## src/rtl/axi4_burst_sequencer_if.sv

```systemverilog
// Command/status and master-side handshake bundle for the burst sequencer.
// The sequencer connects through 'slave'; the commanding side (and the master model) through 'master'.
interface axi4_burst_sequencer_if #(
  parameter int ADDR_W  = 32,
  parameter int COUNT_W = 16
);
  logic               cmd_valid;
  logic               cmd_ready;
  logic               cmd_write;
  logic [ADDR_W-1:0]  cmd_address;
  logic [COUNT_W-1:0] cmd_burst_count;
  logic               busy;
  logic               done;
  logic               error;
  logic [COUNT_W-1:0] bursts_completed;
  logic [ADDR_W-1:0]  write_address;
  logic               write_start;
  logic               write_end;
  logic [ADDR_W-1:0]  read_address;
  logic               read_start;
  logic               read_end;
  logic               master_idle;
  logic               master_error;

  modport slave (
    input  cmd_valid, cmd_write, cmd_address, cmd_burst_count,
           write_end, read_end, master_idle, master_error,
    output cmd_ready, busy, done, error, bursts_completed,
           write_address, write_start, read_address, read_start
  );

  modport master (
    output cmd_valid, cmd_write, cmd_address, cmd_burst_count,
           write_end, read_end, master_idle, master_error,
    input  cmd_ready, busy, done, error, bursts_completed,
           write_address, write_start, read_address, read_start
  );
endinterface

```

## src/rtl/axi4_burst_sequencer.sv

```systemverilog
// Splits one command into successive single-burst start pulses to an AXI4 master,
// stepping the address one burst at a time, with sticky error and stall watchdog.
module axi4_burst_sequencer #(
  parameter int C_M_AXI_ADDR_WIDTH = 32,
  parameter int C_M_AXI_DATA_WIDTH = 32,
  parameter int C_M_AXI_BURST_LEN  = 256,
  parameter int C_COUNT_WIDTH      = 16,
  parameter int C_TIMEOUT_CYCLES   = 0
) (
  input  logic                         M_AXI_ACLK,
  input  logic                         M_AXI_ARESETN,
  axi4_burst_sequencer_if.slave        bus
);
  localparam int AW          = C_M_AXI_ADDR_WIDTH;
  localparam int CW          = C_COUNT_WIDTH;
  localparam int BURST_BYTES = C_M_AXI_BURST_LEN * C_M_AXI_DATA_WIDTH / 8;
  localparam logic [AW-1:0] BURST_INC = AW'(BURST_BYTES);

  typedef enum logic [1:0] {S_IDLE, S_START, S_WAIT, S_DONE} state_t;

  state_t        state, state_n;
  logic          dir;
  logic [AW-1:0] addr;
  logic [CW-1:0] remaining;
  logic [31:0]   wd_cnt;

  logic accept, load, misalign, issue, burst_end, last_burst, abort, wd_hit, end_sel;

  assign end_sel    = dir ? bus.write_end : bus.read_end;
  assign last_burst = (remaining == CW'(1));
  assign wd_hit     = (C_TIMEOUT_CYCLES != 0) && (wd_cnt == 32'(C_TIMEOUT_CYCLES - 1));

  always_ff @(posedge M_AXI_ACLK or negedge M_AXI_ARESETN) begin
    if (!M_AXI_ARESETN) state <= S_IDLE;
    else                state <= state_n;
  end

  always_comb begin
    state_n   = state;
    accept    = 1'b0;
    load      = 1'b0;
    misalign  = 1'b0;
    issue     = 1'b0;
    burst_end = 1'b0;
    abort     = 1'b0;
    case (state)
      S_IDLE: begin
        if (bus.cmd_valid) begin
          accept = 1'b1;
          if (bus.cmd_burst_count == '0)
            state_n = S_DONE;
          else if ((bus.cmd_address % BURST_INC) != '0)
            misalign = 1'b1;
          else begin
            load    = 1'b1;
            state_n = S_START;
          end
        end
      end
      S_START: begin
        if (bus.master_error) begin
          abort   = 1'b1;
          state_n = S_IDLE;
        end else if (bus.master_idle) begin
          issue   = 1'b1;
          state_n = S_WAIT;
        end
      end
      S_WAIT: begin
        // An error or timeout in the same cycle as an end pulse discards that burst.
        if (bus.master_error || wd_hit) begin
          abort   = 1'b1;
          state_n = S_IDLE;
        end else if (end_sel) begin
          burst_end = 1'b1;
          state_n   = last_burst ? S_DONE : S_START;
        end
      end
      S_DONE:  state_n = S_IDLE;
      default: state_n = S_IDLE;
    endcase
  end

  always_ff @(posedge M_AXI_ACLK or negedge M_AXI_ARESETN) begin
    if (!M_AXI_ARESETN) begin
      dir                  <= 1'b0;
      addr                 <= '0;
      remaining            <= '0;
      wd_cnt               <= '0;
      bus.error            <= 1'b0;
      bus.bursts_completed <= '0;
      bus.write_start      <= 1'b0;
      bus.read_start       <= 1'b0;
      bus.write_address    <= '0;
      bus.read_address     <= '0;
    end else begin
      bus.write_start <= 1'b0;
      bus.read_start  <= 1'b0;

      if (accept) begin
        bus.error            <= misalign;
        bus.bursts_completed <= '0;
      end
      if (abort) bus.error <= 1'b1;

      if (load) begin
        dir       <= bus.cmd_write;
        addr      <= bus.cmd_address;
        remaining <= bus.cmd_burst_count;
      end

      if (issue) begin
        wd_cnt <= '0;
        if (dir) begin
          bus.write_start   <= 1'b1;
          bus.write_address <= addr;
        end else begin
          bus.read_start    <= 1'b1;
          bus.read_address  <= addr;
        end
      end else if (state == S_WAIT) begin
        wd_cnt <= wd_cnt + 32'd1;
      end

      if (burst_end) begin
        bus.bursts_completed <= bus.bursts_completed + CW'(1);
        if (!last_burst) begin
          remaining <= remaining - CW'(1);
          addr      <= addr + BURST_INC;
        end
      end
    end
  end

  assign bus.cmd_ready = (state == S_IDLE);
  assign bus.busy      = (state != S_IDLE);
  assign bus.done      = (state == S_DONE);
endmodule

```

## src/flat_wrapper.sv

```systemverilog
// flat-port wrapper written by rule: the top's interface ports become plain ports
module axi4_burst_sequencer_flat 
#(
  parameter int C_M_AXI_ADDR_WIDTH = 32,
  parameter int C_M_AXI_DATA_WIDTH = 32,
  parameter int C_M_AXI_BURST_LEN  = 256,
  parameter int C_COUNT_WIDTH      = 16,
  parameter int C_TIMEOUT_CYCLES   = 0
)
  (M_AXI_ACLK, M_AXI_ARESETN, bus_cmd_valid, bus_cmd_write, bus_cmd_address, bus_cmd_burst_count, bus_write_end, bus_read_end, bus_master_idle, bus_master_error, bus_cmd_ready, bus_busy, bus_done, bus_error, bus_bursts_completed, bus_write_address, bus_write_start, bus_read_address, bus_read_start);
  axi4_burst_sequencer_if #(.ADDR_W((32)), .COUNT_W((16))) bus_i ();
  input  logic M_AXI_ACLK;
  input  logic M_AXI_ARESETN;
  input wire logic [$bits(bus_i.cmd_valid)-1:0] bus_cmd_valid;
  input wire logic [$bits(bus_i.cmd_write)-1:0] bus_cmd_write;
  input wire logic [$bits(bus_i.cmd_address)-1:0] bus_cmd_address;
  input wire logic [$bits(bus_i.cmd_burst_count)-1:0] bus_cmd_burst_count;
  input wire logic [$bits(bus_i.write_end)-1:0] bus_write_end;
  input wire logic [$bits(bus_i.read_end)-1:0] bus_read_end;
  input wire logic [$bits(bus_i.master_idle)-1:0] bus_master_idle;
  input wire logic [$bits(bus_i.master_error)-1:0] bus_master_error;
  output wire logic [$bits(bus_i.cmd_ready)-1:0] bus_cmd_ready;
  output wire logic [$bits(bus_i.busy)-1:0] bus_busy;
  output wire logic [$bits(bus_i.done)-1:0] bus_done;
  output wire logic [$bits(bus_i.error)-1:0] bus_error;
  output wire logic [$bits(bus_i.bursts_completed)-1:0] bus_bursts_completed;
  output wire logic [$bits(bus_i.write_address)-1:0] bus_write_address;
  output wire logic [$bits(bus_i.write_start)-1:0] bus_write_start;
  output wire logic [$bits(bus_i.read_address)-1:0] bus_read_address;
  output wire logic [$bits(bus_i.read_start)-1:0] bus_read_start;
  assign bus_i.cmd_valid = bus_cmd_valid;
  assign bus_i.cmd_write = bus_cmd_write;
  assign bus_i.cmd_address = bus_cmd_address;
  assign bus_i.cmd_burst_count = bus_cmd_burst_count;
  assign bus_i.write_end = bus_write_end;
  assign bus_i.read_end = bus_read_end;
  assign bus_i.master_idle = bus_master_idle;
  assign bus_i.master_error = bus_master_error;
  assign bus_cmd_ready = bus_i.cmd_ready;
  assign bus_busy = bus_i.busy;
  assign bus_done = bus_i.done;
  assign bus_error = bus_i.error;
  assign bus_bursts_completed = bus_i.bursts_completed;
  assign bus_write_address = bus_i.write_address;
  assign bus_write_start = bus_i.write_start;
  assign bus_read_address = bus_i.read_address;
  assign bus_read_start = bus_i.read_start;
  axi4_burst_sequencer #(.C_M_AXI_ADDR_WIDTH(C_M_AXI_ADDR_WIDTH), .C_M_AXI_DATA_WIDTH(C_M_AXI_DATA_WIDTH), .C_M_AXI_BURST_LEN(C_M_AXI_BURST_LEN), .C_COUNT_WIDTH(C_COUNT_WIDTH), .C_TIMEOUT_CYCLES(C_TIMEOUT_CYCLES)) u_core (.M_AXI_ACLK(M_AXI_ACLK), .M_AXI_ARESETN(M_AXI_ARESETN), .bus(bus_i));
endmodule
```

## config.mk

```make
export PLATFORM = sky130hd
export DESIGN_NAME = axi4_burst_sequencer_flat
export DESIGN_NICKNAME = d
export VERILOG_FILES = /design/src/rtl/axi4_burst_sequencer_if.sv /design/src/rtl/axi4_burst_sequencer.sv /design/src/flat_wrapper.sv
export SDC_FILE = /design/constraint.sdc
export NUM_CORES = 1
export LEC_CHECK = 0
export CAP_MARGIN = 30
export CORE_MARGIN = 4
export CORE_UTILIZATION = 50
export DETAILED_ROUTE_END_ITERATION = 12
export GPL_TIMING_DRIVEN = 0
export PLACE_DENSITY = 0.86
export SLEW_MARGIN = 20
export SYNTH_ARGS = -nofsm -noshare
export SYNTH_HDL_FRONTEND = slang
export SYNTH_SLANG_ARGS = --single-unit
```

## constraint.sdc

```tcl
create_clock -name M_AXI_ACLK -period 3.5 [get_ports M_AXI_ACLK]
set_input_delay 0.525 -clock M_AXI_ACLK [delete_from_list [all_inputs] [get_ports M_AXI_ACLK]]
set_output_delay 0.525 -clock M_AXI_ACLK [all_outputs]
set_load 0.03 [all_outputs]
```

# Yosys cells after proc, flatten, opt, wreduce, memory -nomap -nowiden
# Cells that the tools add are included.
# Widths: inputs -> output; s select.
[totals] reg_bits=134 input_bits=56 out_inout_bits=86 word_cells=74
[op_classes] add_sub_neg=3 n_eq_ne=8 mux=42 n_bitwise=1 reduce_logical=10
[ops] operator="$mux 32" n=3
[ops] operator="$mux 16" n=5
[ops] operator="$add 32x11->32 const B" n=1
[ops] operator="$reduce_bool 32->1" n=1
[ops] operator="$mux 1" n=25
[ops] operator="$add 16x1->16 const B" n=1
[ops] operator="$eq 16x1->1 const B" n=1
[ops] operator="$logic_not 16->1" n=1
[ops] operator="$mux 2" n=8
[ops] operator="$sub 16x1->16 const B" n=1
[ops] operator="$pmux 2 s4" n=1
[ops] operator="$ne 3x2->1 const B" n=2
[ops] operator="$reduce_bool 2->1" n=3
[ops] operator="$eq 2x2->1 const B" n=2
[ops] operator="$reduce_and 2->1" n=2
[ops] operator="$reduce_and 4->1" n=1
[ops] operator="$ne 3x3->1 const B" n=1
[ops] operator="$eq 2x1->1 const B" n=1
[ops] operator="$logic_not 2->1" n=1
[ops] operator="$ne 2x2->1 const B" n=1
[ops] operator="$reduce_or 2->1" n=1
[ops] operator="$not 1->1" n=1

# Logic depth before layout (Yosys ltp)
[depth] depth_word=8 mapped_depth=10 depth_no_buf=8

# Worst setup path after synthesis
# OpenSTA, ideal clock, no wires.
[synth_timing] kind="reg2reg" startpoint="register u_core.remaining[1]" endpoint="register u_core.remaining[5]" setup_time_ns=0.120 arrival_time_ns=2.431 t_required_ns=3.380 setup_slack_ns=0.949 stages_incl_launch_ff=10 synth_period_minus_slack_ns=2.551 path_cell_list="dfrtp_1 inv_1 ha_1 or4b_4 nor4_4 a21oi_2 or4_1 buf_2 buf_6 o211a_1"
[synth_between] elab_chain_cells=3 word_cells_on_any_way=4 classes_between="1 x add/sub; 1 x eq/ne; 2 x mux"
[synth_rtl] item="start: declaration" line_no="axi4_burst_sequencer.sv:24" text="logic [CW-1:0] remaining;"
[synth_rtl] item="start signal: assignment" line_no="axi4_burst_sequencer.sv:109" text="remaining <= bus.cmd_burst_count;"
[synth_rtl] item="start signal: assignment" line_no="axi4_burst_sequencer.sv:128" text="remaining <= remaining - CW'(1);"
[synth_rtl] item="$sub 16x1->16 / $eq 16x1->1 (equally long branches)" line_no="axi4_burst_sequencer.sv:128, axi4_burst_sequencer.sv:30"
[synth_rtl] item="$mux 16 (*)" line_no="axi4_burst_sequencer.sv:127" text="if (!last_burst) begin"
[synth_rtl] item="$mux 16 (*)" line_no="axi4_burst_sequencer.sv:125" text="if (burst_end) begin"
# Every way passes the cells marked *; elsewhere a longest branch is shown, timed or not.
# A chain may end at the register's enable or synchronous reset.

# Worst setup path in the final report
[layout_timing] startpoint="register u_core.remaining[1]" endpoint="register u_core.addr[25]"
[layout_between] elab_chain_cells=3
[layout_rtl] item="$eq 16x1->1" line_no="axi4_burst_sequencer.sv:30" text="assign last_burst = (remaining == CW'(1));"
[layout_rtl] item="$mux 32" line_no="axi4_burst_sequencer.sv:127"
[layout_rtl] item="$mux 32" line_no="axi4_burst_sequencer.sv:125"
[layout_rtl] item="end signal: assignment" line_no="axi4_burst_sequencer.sv:108" text="addr <= bus.cmd_address;"
[layout_rtl] item="end signal: assignment" line_no="axi4_burst_sequencer.sv:129" text="addr <= addr + BURST_INC;"
[layout_rtl] item="end: declaration" line_no="axi4_burst_sequencer.sv:23" text="logic [AW-1:0] addr;"
# Every way passes these cells.

==> metrics.csv <==
stage,metric,value,unit
outcome,status,finished clean,
yosys,library cell with the largest summed area after synthesis,sky130_fd_sc_hd__dfrtp_1,
global_routing,via count of the first global-routing pass,5563,
drt,# DRC,0,
drt,routed wire length,17.41,mm
layout,layout overhead on the synthesized area,35.70,%
global_routing,maximum number of pins on one net before global-route repair,92,
timing,post-route setup slack,0.4846,ns
critical_path,"Req. time, crit path",3.80,ns
yosys,number of cells produced by synthesis,617,
hold_path,Hold Startpoint,u_core.bus.write_address[5],
hold_path,instance count along the most critical hold path,2,
cts,H-tree lvl count,4,
floorplanning,die height,118.8,µm
yosys,number of nets produced by synthesis,681,
timing,Slew @ Worst Pin,1.015,ns
timing,endpoints failing setup,0,
hold_path,Tightest Hold Check Type,register to register,
layout,Filler Cell Count,894,
yosys,leading cell types by count after synthesis,"134 x sky130_fd_sc_hd__dfrtp_1, 129 x sky130_fd_sc_hd__nand2_1, 58 x sky130_fd_sc_hd__nor2_1",
layout,layout cell share with drive strength beyond 1,11.00,%
drt,DRT iter0 DRCs,470,
cts,clock-pin transition on the worst setup and hold timing paths,0.06,ns
drt,vias post-DR,5496,
layout,combined flip-flop and latch cell area,3353,µm²
yosys,Synth cell types,53,
cts,number of CTS-inserted buffers,17,
timing,setup repair after global routing missed its margin,no,
drt,post-route antenna net violation count,0,
drt,highest signal layer in the routed design,met4,
cts,clock tree from TritonCTS,done,
yosys,portion of synthesized cell area occupied by the leading cell type,54.60,%
hold_path,hold-critical path endpoint,u_core.bus.write_address[5],
place,number of I/O port buffers,140,
global_routing,first-pass GRT wire length,27.89,mm
floorplanning,core region area,12010,µm²
drt,total iterations of the first detailed-routing run,5,
yosys,top flip-flop cell by instance count after synthesis,sky130_fd_sc_hd__dfrtp_1,
layout,cell area after layout,8333,µm²
timing,maximum frequency from static timing analysis,331.6,MHz
drt,Via density,5.859,
critical_path,reg2reg setup slack,0.48,ns
place,"worst slack, placed",0.3221,ns
layout,footprint of the multi-input gates,2636,µm²
place,HPWL after detailed placement,12.56,mm
pwr,leak pwr,3.755,nW
layout,diodes inserted,0,
global_routing,combined global-route utilization of all metal layers,24.87,%
drt,length of routed met2 wiring,8.487,mm
floorplanning,Die Outline Area,14120,µm²
job,Max Cap Violations,0,
layout,final net count,843,
timing,Min Hold Slack,0.4765,ns
yosys,number of warnings printed during yosys synthesis,0,
critical_path,Reg2Reg Capture Point,u_core.addr[25],
drt,wire length on met3,1.362,mm
critical_path,depth of the most critical reg-to-reg path,9,
yosys,Mapped Area,6141,µm²
place,last weighted congestion value of the routability-driven placer,0.8758,
critical_path,"Max FO, Critical Path",10,
critical_path,critical register-to-register path startpoint,u_core.remaining[1],
global_routing,initial antenna violation count,0,
drt,sum of routed wire segments on met1,6.895,mm
yosys,fraction of registers with async set/reset,100.0,%
global_routing,global route total overflow,0,
yosys,sequential area share after synthesis,54.60,%
critical_path,crit end category,register,
pwr,Peak VDD IR,0.0003048,V
floorplanning,Top-Level Pins,142,
floorplanning,number of placement rows,40,
place,cell area reported after detailed placement,7770,µm²
timing,final cycle utilization of the critical path,86.15,%
yosys,most common cell in the synthesized netlist,sky130_fd_sc_hd__dfrtp_1,
timing,final number of max-transition violations,0,
timing,final hold vios,0,
floorplanning,Initial Util,51.13,%
yosys,Post-synth EDFFs,0,
cts,TritonCTS sink count,134,
drt,average wire per cell in the routed design,18.56,µm
timing,final critical delay including setup and external delays,3.015,ns
cts,root buffer cell,sky130_fd_sc_hd__clkbuf_16,
yosys,number of synthesized register bits,134,
critical_path,critical path startpoint category,register,
yosys,cell types occupying the most area after synthesis,"sky130_fd_sc_hd__dfrtp_1 55%, sky130_fd_sc_hd__nand2_1 7.9%, sky130_fd_sc_hd__mux2_2 6.2%, sky130_fd_sc_hd__nor2_1 3.5%, sky130_fd_sc_hd__a211oi_1 2.8%",
critical_path,Worst Path Arrival,3.32,ns
timing,worst slew margin relative to its limit,32.19,%
cts,worst skew pair latency,0.42,ns
pwr,power per unit of standard cell area,533.3,nW/µm²
critical_path,WS Path Type,register to register,
yosys,mean instance size in the synthesized netlist,9.953,µm²
cts,buffer levels on the longest clock path,2,
timing,final worst clock skew,0.007587,ns
floorplanning,floorplan die width,118.8,µm
## worst max path at each step
stage / startpoint / endpoint / slack (ns) / cells after the start
finish: u_core.remaining[1] / u_core.addr[25] / 0.48 / 9
global route: u_core.remaining[1] / u_core.remaining[13] / 0.32 / 9
CTS: u_core.remaining[1] / u_core.addr[25] / 0.56 / 9
detailed placement: bus_cmd_burst_count[5] / u_core.addr[30] / 0.32 / 9
global placement: M_AXI_ARESETN / u_core.bus.read_address[10] / -3.17 / 1
floorplan: u_core.remaining[1] / u_core.remaining[5] / 0.95 / 9
## worst max-delay path: stages (launching register included)
cell and delay (ns):
sky130_fd_sc_hd__dfrtp_1 0.42, sky130_fd_sc_hd__inv_1 0.10, sky130_fd_sc_hd__ha_1 0.16, sky130_fd_sc_hd__or4b_4 0.49, sky130_fd_sc_hd__or4_4 0.46, sky130_fd_sc_hd__o21ai_2 0.39, sky130_fd_sc_hd__nand2_1 0.34, sky130_fd_sc_hd__buf_2 0.30
sky130_fd_sc_hd__o21ai_0 0.17, sky130_fd_sc_hd__nor2_1 0.06
## cell families after synthesis
logic type               count (synthesis)  synth area share (%)
AND/OR/NAND/NOR                        295                 23.17
flip-flops                             134                 54.60
AO/OA/AOI/OAI                          106                 11.47
buffers and inverters                   38                 2.567
multiplexers                            36                 6.561
adder cells (fa/ha/maj)                  8                 1.630
## power by group
part | total, W | switching, W | internal (W)
clock network | 0.00166 | 0.000636 | 0.00102
logic | 0.000926 | 0.000518 | 0.000409
registers | 0.00186 | 0.000175 | 0.00168
## state kept, by name, summed over array words and instances (netlist names)
signal	cells
u_core.bus.read_start	1
u_core.remaining	16
u_core.bus.write_address	32
u_core.state	2
u_core.bus.read_address	32
u_core.bus.bursts_completed	16
u_core.bus.write_start	1
u_core.addr	32
u_core.bus.error	1
u_core.dir	1
## layout make-up
| cell class | count | share of cell area, % |
|---|---|---|
| Timing Repair Buffer | 143 | 17.39 |
| Multi-Input combinational cell | 445 | 31.64 |
| Clock buffer | 23 | 5.736 |
| Buffer | 25 | 1.306 |
| Clock inverter | 8 | 0.9009 |
| Tap cell | 147 | 2.207 |
| Inverter | 13 | 0.5856 |
| Sequential cell | 134 | 40.24 |
## stage by stage
| step | setup TNS [ns] | instances | power (W) | util, % |
|---|---|---|---|---|
| global route | 0 | 938 | 0.004622 | 69.38 |
| detailed placement | 0 | 906 | 0.002791 | 64.69 |
| CTS | 0 | 938 | 0.004458 | 69.38 |
| finish | 0 | 938 | 0.004444 | 69.38 |
| global placement | -424.17 | 904 | 0.002738 | 64.32 |
| floorplan | 0 | 617 | 0.002410 | - |
## cell usage in the layout, fill, tap and decap left out, drive strengths merged, types with 16 or more instances in the layout
| master | count |
|---|---|
| clkbuf | 40 |
| dfrtp | 134 |
| nor2 | 58 |
| o21ai | 29 |
| nand3 | 16 |
| clkdlybuf4s50 | 139 |
| nor3 | 21 |
| mux2 | 34 |
| a211oi | 23 |
| a21oi | 19 |
| nand2 | 129 |
## per-layer routing
metal  up-vias  global-route usage, %
li1       2507                      -
met1      2656                  30.19
met2       267                  40.21
met3        66                  7.028
met4         0                  13.54
met5         -                      0
## timing repair
| action | in CTS | in global routing |
|---|---|---|
| gates resized for setup | 0 | 0 |
| hold buffers | 1 | 0 |
| buffers inserted | 0 | 0 |
| hold endpoints to repair | 22 | 0 |
| endpoints found under the setup margin | 0 | 0 |
No activity file was read; power rests on OpenSTA's default activity.
